**src/rtl/dma_pkg.sv**
```systemverilog
// Shared types for the data-memory block-transfer engine.
// State encoding and transfer-mode constants.
package dma_pkg;

  typedef enum logic [2:0] {
    IDLE,
    READ,
    WRITE,
    FILL,
    DONE
  } dma_state_t;

  localparam logic MODE_COPY = 1'b0;
  localparam logic MODE_FILL = 1'b1;

endpackage

```
**src/rtl/mem_dma.sv**
```systemverilog
// Block copy / fill engine in front of the single-port data memory.
// Owns the memory port while a transfer runs, else passes core accesses.
module mem_dma
  import dma_pkg::*;
#(
  parameter int AW = 8,
  parameter int DW = 8
) (
  input  logic          clock,
  input  logic          reset,
  input  logic          start,
  input  logic          mode,
  input  logic [AW-1:0] src,
  input  logic [AW-1:0] dst,
  input  logic [AW-1:0] len,
  input  logic [DW-1:0] fill_val,
  output logic          busy,
  output logic          done,
  output logic          core_stall,
  input  logic [AW-1:0] core_addr,
  input  logic [DW-1:0] core_data_in,
  input  logic          core_memWrite,
  output logic [AW-1:0] mem_addr,
  output logic [DW-1:0] mem_data_in,
  output logic          mem_memWrite,
  input  logic [DW-1:0] mem_data_out
);

  dma_state_t state_q;
  dma_state_t state_d;

  logic [AW-1:0] src_ptr;
  logic [AW-1:0] dst_ptr;
  logic [AW-1:0] remaining;
  logic [DW-1:0] buffer;
  logic [DW-1:0] fill_q;
  logic          mode_q;
  logic          last;

  assign last = (remaining == AW'(1));

  always_ff @(posedge clock or posedge reset) begin
    if (reset) begin
      state_q <= IDLE;
    end else begin
      state_q <= state_d;
    end
  end

  always_comb begin
    state_d = state_q;
    unique case (state_q)
      IDLE: begin
        if (start) begin
          if (len == '0) begin
            state_d = DONE;
          end else if (mode == MODE_FILL) begin
            state_d = FILL;
          end else begin
            state_d = READ;
          end
        end
      end
      READ:  state_d = WRITE;
      WRITE: state_d = last ? DONE : READ;
      FILL:  state_d = last ? DONE : FILL;
      DONE:  state_d = IDLE;
      default: state_d = IDLE;
    endcase
  end

  // Operands are captured once at start and never re-sampled.
  always_ff @(posedge clock or posedge reset) begin
    if (reset) begin
      src_ptr   <= '0;
      dst_ptr   <= '0;
      remaining <= '0;
      buffer    <= '0;
      fill_q    <= '0;
      mode_q    <= MODE_COPY;
    end else begin
      unique case (state_q)
        IDLE: begin
          if (start) begin
            src_ptr   <= src;
            dst_ptr   <= dst;
            remaining <= len;
            fill_q    <= fill_val;
            mode_q    <= mode;
          end
        end
        READ: buffer <= mem_data_out;
        WRITE: begin
          src_ptr   <= src_ptr + AW'(1);
          dst_ptr   <= dst_ptr + AW'(1);
          remaining <= remaining - AW'(1);
        end
        FILL: begin
          dst_ptr   <= dst_ptr + AW'(1);
          remaining <= remaining - AW'(1);
        end
        default: begin
        end
      endcase
    end
  end

  always_comb begin
    busy         = 1'b0;
    done         = 1'b0;
    mem_addr     = core_addr;
    mem_data_in  = core_data_in;
    mem_memWrite = core_memWrite;
    unique case (state_q)
      IDLE: begin
      end
      READ: begin
        busy         = 1'b1;
        mem_addr     = src_ptr;
        mem_data_in  = buffer;
        mem_memWrite = 1'b0;
      end
      WRITE: begin
        busy         = 1'b1;
        mem_addr     = dst_ptr;
        mem_data_in  = buffer;
        mem_memWrite = 1'b1;
      end
      FILL: begin
        busy         = 1'b1;
        mem_addr     = dst_ptr;
        mem_data_in  = fill_q;
        mem_memWrite = 1'b1;
      end
      DONE: begin
        done         = 1'b1;
        mem_memWrite = 1'b0;
      end
      default: begin
        mem_memWrite = 1'b0;
      end
    endcase
  end

  assign core_stall = busy;

endmodule

```
**config.mk**
```make
export PLATFORM = sky130hd
export DESIGN_NAME = mem_dma
export DESIGN_NICKNAME = d
export VERILOG_FILES = /design/src/rtl/dma_pkg.sv /design/src/rtl/mem_dma.sv
export SDC_FILE = /design/constraint.sdc
export NUM_CORES = 1
export LEC_CHECK = 0
export CORE_MARGIN = 2
export CORE_UTILIZATION = 43
export CTS_CLUSTER_DIAMETER = 100
export DETAILED_ROUTE_END_ITERATION = 10
export PLACE_DENSITY = 0.77
export SLEW_MARGIN = 5
export SYNTH_ARGS = -nofsm -noshare
export SYNTH_HDL_FRONTEND = slang
export SYNTH_SLANG_ARGS = --single-unit
```
**constraint.sdc**
```tcl
create_clock -name clock -period 1.5 [get_ports clock]
set_clock_uncertainty 0.05 [all_clocks]
set_input_delay 0.15 -clock clock [delete_from_list [all_inputs] [get_ports clock]]
set_output_delay 0.15 -clock clock [all_outputs]
set_load 0.02 [all_outputs]
```
==> After elaboration in Yosys (flattened, before gate mapping) <==
Index checks and enable logic that the tools add are counted.
Widths: inputs -> output; s select.
{ "word_totals": {"in_bits": 61, "mem_bits_rw": 0, "register_bits": 43, "rom_bits": 0, "latchBits": 0, "mem_count": 0, "elab_cells": 42} }
{ "op_classes": {"n_reduce_logical": 10, "n_eq_ne": 6, "shift": 0, "n_div": 0, "bitwise_logic": 0, "magnitude_cmp": 0, "muxes": 17, "mul": 0, "n_addsub": 3} }
{ "ops": {"columns": ["op", "count"], "rows": [
  ["$pmux 8 s2", 5],
  ["$mux 8", 3],
  ["$add 8x1->8 const B", 2],
  ["$mux 3", 4],
  ["$pmux 3 s4", 1],
  ["$eq 8x1->1 const B", 1],
  ["$logic_not 8->1", 1],
  ["$sub 8x1->8 const B", 1],
  ["$eq 3x2->1 const B", 2],
  ["$reduce_and 2->1", 3],
  ["$reduce_bool 2->1", 2],
  ["$reduce_or 2->1", 2],
  ["$eq 3x1->1 const B", 1],
  ["$eq 3x3->1 const B", 1],
  ["$logic_not 3->1", 1],
  ["$reduce_or 3->1", 1],
  ["$mux 1", 2],
  ["$mux 2", 1],
  ["$ne 2x2->1 const B", 1],
  ["$pmux 1 s2", 1]
]} }

==> Logic depth before layout (Yosys ltp) <==
Gate-level depths: netlist of run 1.
{ "logic_depth": {"depth_word": 4, "depth_mapped": 6, "mapped_depth_nobuf": 6} }

==> Worst setup path after synthesis of run 1 <==
OpenSTA, ideal clock, no wires.
{ "synth_path": {"path_type": "flip-flop to output port", "startpoint": "reg state_q[0]", "endpoint": "out mem_addr[0]", "setup_slack_ns": -0.277, "path_buffers": 2, "arrival_ns": 1.577, "path_stages_with_launch": 7, "path_cell_list": "dfrtp_1 buf_4 inv_1 buf_2 nor2_2 a22oi_1 o21ai_0"} }
{ "synth_via": {"elab_chain_cells": 3, "elab_cells_between_ends": 5, "classes_between": "eq/ne: 3; mux: 1; reduce/logical: 1"} }
{ "synth_lines": {"columns": ["element", "line", "rtl"], "rows": [
  ["from (decl)", "mem_dma.sv:29", "dma_state_t state_q;"],
  ["from (signal assigned)", "mem_dma.sv:46", "state_q <= state_d;"],
  ["$eq 3x2->1", "mem_dma.sv:114", "unique case (state_q)"],
  ["$reduce_or 2->1 (no line)", null, null],
  ["$pmux 8 s2 (*)", "mem_dma.sv:114", null],
  ["to (decl)", "mem_dma.sv:23", "output logic [AW-1:0] mem_addr,"]
]} }
Mark *: on every way between the ends. The rest lies on a longest branch, timed or not.

==> Worst setup path in the final report of run 1 <==
{ "layout_path": {"startpoint": "reg state_q[1]", "endpoint": "reg dst_ptr[5]"} }
{ "layout_via": {"elab_chain_cells": 4, "elab_cells_between_ends": 8, "classes_between": "eq/ne: 3; mux: 1; reduce/logical: 4"} }
{ "layout_lines": {"columns": ["element", "line", "rtl"], "rows": [
  ["$eq 3x2->1", "mem_dma.sv:82", "unique case (state_q)"],
  ["$reduce_or 2->1 (no line)", null, null],
  ["$reduce_bool 2->1 (no line)", null, null],
  ["$reduce_and 2->1 (no line)", null, null],
  ["to (signal assigned)", "mem_dma.sv:86", "dst_ptr <= dst;"],
  ["to (signal assigned)", "mem_dma.sv:95", "dst_ptr <= dst_ptr + AW'(1);"],
  ["to (signal assigned)", "mem_dma.sv:99", "dst_ptr <= dst_ptr + AW'(1);"],
  ["to (decl)", "mem_dma.sv:33", "logic [AW-1:0] dst_ptr;"]
]} }
Several ways; a longest one is shown, not always the timed one.
A chain may end at the register's enable or synchronous reset.

==> results of run 1 <==
-- worst register-to-register path, stage by stage, from the launching register on --
cell and delay, ps:
dfrtp_1 440, buf_6 150, or4b_4 550, buf_8 170
buf_12 140, o211ai_2 50, o311ai_1 130
-- final cells by class --
type / count / area (um^2) / share of cell area
multi-input cells: 220 / 1700 / 0.381
repair buffers: 150 / 1460 / 0.326
flip-flops and latches: 43 / 1080 / 0.241
clock buffers: 7 / 96.3 / 0.0216
well taps: 75 / 93.8 / 0.0210
inverters: 7 / 28.8 / 0.00645
clock inverters: 1 / 7.51 / 0.00168
-- synth_stat cells, types with 6 or more instances --
| cell | n | area, um^2 |
|---|---|---|
| nand2_1 | 55 | 206 |
| nor4_1 | 6 | 37.5 |
| nand4_1 | 6 | 37.5 |
| mux2_2 | 8 | 90.1 |
| o21ai_0 | 17 | 85.1 |
| buf_2 | 6 | 30.0 |
| nor2_1 | 24 | 90.1 |
| buf_4 | 7 | 52.6 |
| a311oi_1 | 6 | 52.6 |
| a21oi_1 | 8 | 40.0 |
| inv_1 | 7 | 26.3 |
| a22oi_1 | 25 | 188 |
| dfrtp_1 | 43 | 1080 |
-- layer usage --
layer	vias to the layer above	routed length, um	GRT usage
met5	-	0	0
met4	0	108	0.0583
met3	17	585	0.0446
met2	113	4550	0.441
met1	1391	3440	0.315
li1	1352	-	-
-- logic make-up (layout without fill, tap and decap cells) --
| family | after synthesis | after routing | share of synthesized area |
|---|---|---|---|
| adders and majority gates | 4 | 4 | 0.0191 |
| and+or+nand+nor | 123 | 123 | 0.237 |
| xor gates and xnor gates | 1 | 1 | 0.00620 |
| DFF | 43 | 43 | 0.410 |
| AOI/OAI and AO/OA | 84 | 84 | 0.234 |
| buffers and inverters | 28 | 165 | 0.0591 |
| muxes | 8 | 8 | 0.0343 |
-- final timing paths --
path	start	end	slack [ps]
hold reg to reg	fill_q[5]	fill_q[5]	450
setup / recovery	state_q[1]	dst_ptr[5]	-320
hold / removal	reset	remaining[4]	130
max in group asynchronous	reset	state_q[0]	1050
min in group clock	fill_val[1]	fill_q[1]	320
setup reg to reg	state_q[1]	dst_ptr[5]	-320
-- repair_timing --
| item | CTS | global route |
|---|---|---|
| pin swaps | 28 | 23 |
| endpoints found under the setup margin | 61 | 61 |
| resized for setup | 154 | 38 |
| setup buffers | 11 | 13 |
-- layout by cell type (no fill, tap or decap), drive strengths merged, types with 2 or more instances in the layout --
| cell | n |
|---|---|
| nand4 | 6 |
| nor4 | 7 |
| mux2 | 8 |
| nand3 | 4 |
| a311oi | 7 |
| buf | 89 |
| or3 | 3 |
| a211oi | 5 |
| nand2b | 2 |
| nand2 | 56 |
| nor3 | 4 |
| and2 | 3 |
| o211ai | 7 |
| ha | 4 |
| nor2 | 25 |
| a21oi | 9 |
| clkdlybuf4s50 | 60 |
| clkbuf | 7 |
| and4 | 3 |
| dfrtp | 43 |
| o21ai | 20 |
| o311ai | 5 |
| inv | 6 |
| o22ai | 2 |
| and3 | 3 |
| a22oi | 25 |
-- per-stage QoR --
step           instance area, um^2  power [uW]  worst slack, ps  instances
2_1_floorplan                 2730        4780            -19.5        291
3_3_place_gp                  3890        6440             -382        476
3_5_place_dp                  3890        6570             -408        476
4_1_cts                       4240        7860             -301        494
5_1_grt                       4460        8820             -343        503
6_report                      4460        8340             -321        503
-- power breakdown --
group	leakage, uW	internal (uW)	switching, uW
Sequential	0.000508	1710	602
Clock	0.0000505	419	407
Combinational	0.00133	2660	2530
-- flip-flops by register name (all words and copies together) (netlist names) --
| register | cells |
|---|---|
| fill_q | 8 |
| buffer | 8 |
| remaining | 8 |
| src_ptr | 8 |
| dst_ptr | 8 |
| state_q | 3 |
==> results.txt, run 1 <==
- Number of antenna cells inserted: 0
* Routed vias/inst: 5.71
- Crit path cell chain: buf_6 -> or4b_4 -> buf_8 -> buf_12 -> o211ai_2 -> o311ai_1
- Number of filler instances in the final layout: around 390
- Count of flip-flops with a built-in enable after synthesis: 0
- The floorplan has 28 rows.
- Routed wire length per instance: 17.3 um
- At the end of routability-driven placement, the weighted congestion stood at approximately 0.84.
- Yosys warns: 0
- Buffers plus inverters on the worst setup path: 3
* Initial antenna violation count: 0
- DR vias: between 2000 and 3000
- Die footprint: approximately 0.0067 mm^2
- The clock drives 43 sinks.
- DPL Wire Length: 5520 um
* Crit-path max cell delay: 550 ps
- The pre-antenna-repair detailed-routing pass consisted of 4 iterations.
- The initial utilization of the core area, before any placement, comes to 0.443.
- WP depth: 6
* Synthesized netlist cell count: slightly below 300
- Leakage power: 0.00188 uW
* Number of DRC violations after detailed-routing iteration 0: 202
- Data on the critical path arrives at its endpoint at approximately 1900 ps.
* Maxcap violations: 0
* CP Launch Type: register
* TritonCTS clock tree: yes
* Top_reg_cell synth: dfrtp_1
- Clock tree synthesis inserted a total of 5 buffers.
- Wire length of the first global-routing pass: between 10000 and 15000 um
- In this run the worst hold path is classified as in2async.
- Total of hold buffers inserted after clock tree synthesis: 0
- For the worst setup path, the data required time is ~1600 ps.
- Number of port buffers: 80
- Family of cells with the greatest summed delay on the critical path: simple AND/OR/NAND/NOR gates
- Final net count: 492
- DRC: 0
* Max H-tree Level: 2
* Aggregate global-route resource usage: 0.248
- Hold Violations, Final: 0
- Number of cells on the worst reg-to-reg path: 6
- The via count of the first global-routing pass is between 2000 and 3000.
* Total core area: 0.00592 mm^2
* Slew margin rel.: 0.749
- For this run the aggregate overflow at the end of global routing stands at 0.
- In the final layout, the share of cells above drive strength 1 is 0.414.
- Proportion of synthesized flip-flops having asynchronous set or reset: 1.00
* Clock Pin Slew Worst Setup and Hold Paths: about 90 ps
- The slowest stage of the critical path belongs to the cell or4b_4.
- Minimum hold slack: approximately 130 ps
* Largest voltage drop on the vdd net: around 1.3 mV
- Share of synthesized area occupied by flip-flops and latches: 0.410
- Synthesized cell area: 0.00263 mm^2
- The worst setup path is captured at a register.
- Synthesis produced a netlist with a net count of around 360.
- Setup TNS after final layout: -10270 ps
* Source-to-sink clock delay at the later pin of the worst-skew pair: ~290 ps
- In this run the worst path has a maximum fanout of 5.
* Post-route antenna net violation count: 0
* Fmax: 549 MHz
- Area added between synthesis and finish: 70.0%
* Flip-flop and latch count after synthesis: 43
- Violations in the final reports: setup timing
* Share of the clock period used by the worst path: 1.21
- The average instance in the mapped netlist occupies between 9 and 10 um^2.
- The floorplan step set the die width to 82.1 um.
- Netlist cell types: roughly 50
- For the finished layout, the period the worst path requires is approximately 1800 ps.
* Min setup slack post-route: -321 ps
- For this block, the routed nets add up to 8690 um of wire.
- Setup Viol. Count Final: 61
- At the pin with the least slew margin, the transition time is approximately 380 ps.
- Number of top-level design ports: 81
- Status: finished, violations left
* Final slew viol count: 0
- In this run the vertical extent of the chip is slightly above 80 um.
- Root Buffer Master: clkbuf_8
* Setup repair after global routing missed its margin: true
- Entering global routing, the biggest net connects 44 pins.
* Maximum number of buffers from clock root to sink: 2
* Critical setup path kind: reg2reg
- Dividing total power by cell area gives a power density of between 1500 and 2000 mW/mm^2.
- For this run, the share of the core covered by cells in the final layout is 0.754.
Power figures use the tool's default switching activity.
==> run 2: changes to the inputs <==
- CORE_MARGIN: 2 -> unset
- GPL_ROUTABILITY_DRIVEN: unset -> 0
==> results.txt, run 2 (synthesis results as in run 1) <==
* Design internal power: 5000 uW
- Maximum number of buffers from clock root to sink: 2
* Detailed Route WL: roughly 9500 um
- In the routed design, unresolved DRC markers number 0.
* Area added between synthesis and finish: 77.8%
- The checks that failed: setup timing.
* Setup TNS after final layout: -17190 ps
* Number of cells on the worst reg-to-reg path: 7
- Leakage power: slightly below 0.002 uW
- The die covers 0.00642 mm^2.
- Maximum number of pins on one net before global-route repair: 44
- Based on the critical path, the design can be clocked at up to between 500 and 600 MHz.
- Setup slack on the critical path of the routed design comes to -403 ps.
- Total core area: roughly 0.006 mm^2
- Transition time of the tightest slew-check pin: approximately 390 ps
* Number of clock sinks seen by CTS: 43
- The detailed router placed about 3000 vias in this run.
* Routed vias/inst: around 5.9
* Power per cell area: ~1900 mW/mm^2
- The signal on the critical path passes through buf_6 -> buf_6 -> nor4b_4 -> buf_6 -> buf_12 -> a211oi_1 -> a311oi_1.
* Buffers plus inverters on the worst setup path: 4
- Across the run, the number of max-cap violations was 0.
* Setup Viol. Count Final: between 60 and 70
- Final net count: between 400 and 500
- Crit-path max cell delay: 500 ps
* Final slew viol count: 0
- Number of antenna cells inserted: 0
- Number of DRC violations after detailed-routing iteration 0: 203
- Part of the total power dissipated in combinational logic: 0.633
- TritonCTS built the clock tree.
- For the worst setup path, the data arrival time is 2060 ps.
- Number of global-route vias before repair: approximately 2900
- For this design the total switching power over the nets is roughly 3800 uW.
- Maximum fanout count along the critical path: 6
- Slew margin rel.: 0.738
* Most common library cell in the layout ignoring fill and taps: clkdlybuf4s50_1
* Number of detailed-routing iterations run before antenna repair: 4
* Type of the tightest min-delay check: in2async
* TritonCTS buffer count: 5
- By instance count, the cell type seen most on the critical path is buf_6.
- Setup crit end kind: register
- Measured on the finished design, the core utilization comes to 0.788.
* Number of port buffers: 80
- Initial antenna violation count: 0
- The flow ran to the end, but the final reports show violations.
* Cell with the largest stage delay on the worst path: dfrtp_2
- Root Buffer Master: clkbuf_8
- Finished Layout Cells: about 500
- Family of cells with the greatest summed delay on the critical path: buffers and inverters
- Relative contribution of the clock network to total power: 0.097
- Max H-tree Level: 2
* Effective utilization at floorplan: 0.443
- The hold violation count in the final report is 0.
- Switching Fraction: 0.430
- Fraction of power consumed by sequential logic: 0.270
- Horizontal die dimension: ~80 um
- Die Ht: 80.1 um
- Layout cells sized above 1: 0.483
- Critical path required time: approximately 1700 ps
- For the worst-skew pair, the clock arrives at the later sink with an insertion delay of between 300 and 400 ps.
- Clock Pin Slew Worst Setup and Hold Paths: about 90 ps
* Routed wire length per instance: 18.6 um
- Dpl cells: ~470
* WP depth: 7
- The floorplan has 28 rows.
- Across every metal layer, demand over resource in global routing totals 0.282.
* Total of hold buffers inserted after clock tree synthesis: 0
* Largest voltage drop on the vdd net: 1.12 mV
* Number of top-level design ports: 81
- The count of nets left with antenna violations once routing finished came out at 0.
* Minimum clock period: around 1900 ps
* Share of the clock period used by the worst path: 1.27
* Critical setup path kind: reg2reg
- Wire length of the first global-routing pass: ~14000 um
- CP Launch Type: register
- Setup repair after global routing missed its margin: true
* Highest-count cells in the layout ignoring fill and taps: clkdlybuf4s50_1 (60), buf_4 (51), dfrtp_1 (41)
- Congestion Overflow GR: 0
- After legalization and detailed placement, the total HPWL measured 5480 um.
run 2: cell type report:
| type | instances | area, um^2 |
|---|---|---|
| timing repair buffer | 154 | 1570 |
| clock inverter | 1 | 7.51 |
| tap | 75 | 93.8 |
| fill | 360 | 1250 |
| sequential | 43 | 1080 |
| multi-input combinational | 221 | 1800 |
| inverter | 7 | 28.8 |
| clock buffer | 7 | 96.3 |
run 2: worst paths after layout:
path / slack [ps] / endpoint / startpoint
worst max-delay path: -400 / src_ptr[5] / state_q[0]
worst min-delay path: 130 / remaining[5] / reset
worst max register to register: -400 / src_ptr[5] / state_q[0]
worst min register to register: 460 / fill_q[0] / fill_q[0]
max in group asynchronous: 1050 / state_q[1] / reset
min in group clock: 340 / fill_q[0] / fill_val[0]
run 2: power by group through the flow:
stage | clock network [uW] | logic, uW | registers, uW
detailed placement | 0 | 4340 | 2210
global route | 917 | 5900 | 2440
floorplan | 0 | 2700 | 2080
CTS | 858 | 4800 | 2250
global placement | 0 | 4220 | 2190
finish | 847 | 5550 | 2370
run 2: through the flow:
step           hold slack [ps]  setup slack [ps]  total power, uW  cell area, um^2
2_1_floorplan              205             -19.5             4780             2730
3_3_place_gp               412              -440             6410             3880
3_5_place_dp               415              -528             6550             3880
4_1_cts                    135              -308             7910             4330
5_1_grt                    180              -449             9260             4670
6_report                   126              -403             8770             4670
run 2: timing repair:
action                                  4_1_cts  5_1_grt
setup buffers                                16       12
pin swaps                                    30       37
endpoints found under the setup margin       61       61
hold endpoints to repair                      0        0
gates resized for setup                     164       64
gates cloned                                  2        1
run 2: worst reg2reg max path, cell delays in order, from the launching register on:
cell	delay, ps
dfrtp_2	500
buf_6	150
buf_6	110
nor4b_4	370
buf_6	220
buf_12	130
a211oi_1	40
a311oi_1	220
run 2: routing by layer:
| metal | track usage | routed length, um | share of wire |
|---|---|---|---|
| met1 | 0.354 | 3770 | 0.40 |
| met2 | 0.474 | 4920 | 0.52 |
| met3 | 0.0625 | 528 | 0.056 |
| met4 | 0.102 | 240 | 0.025 |
| met5 | 0 | 0 | 0 |
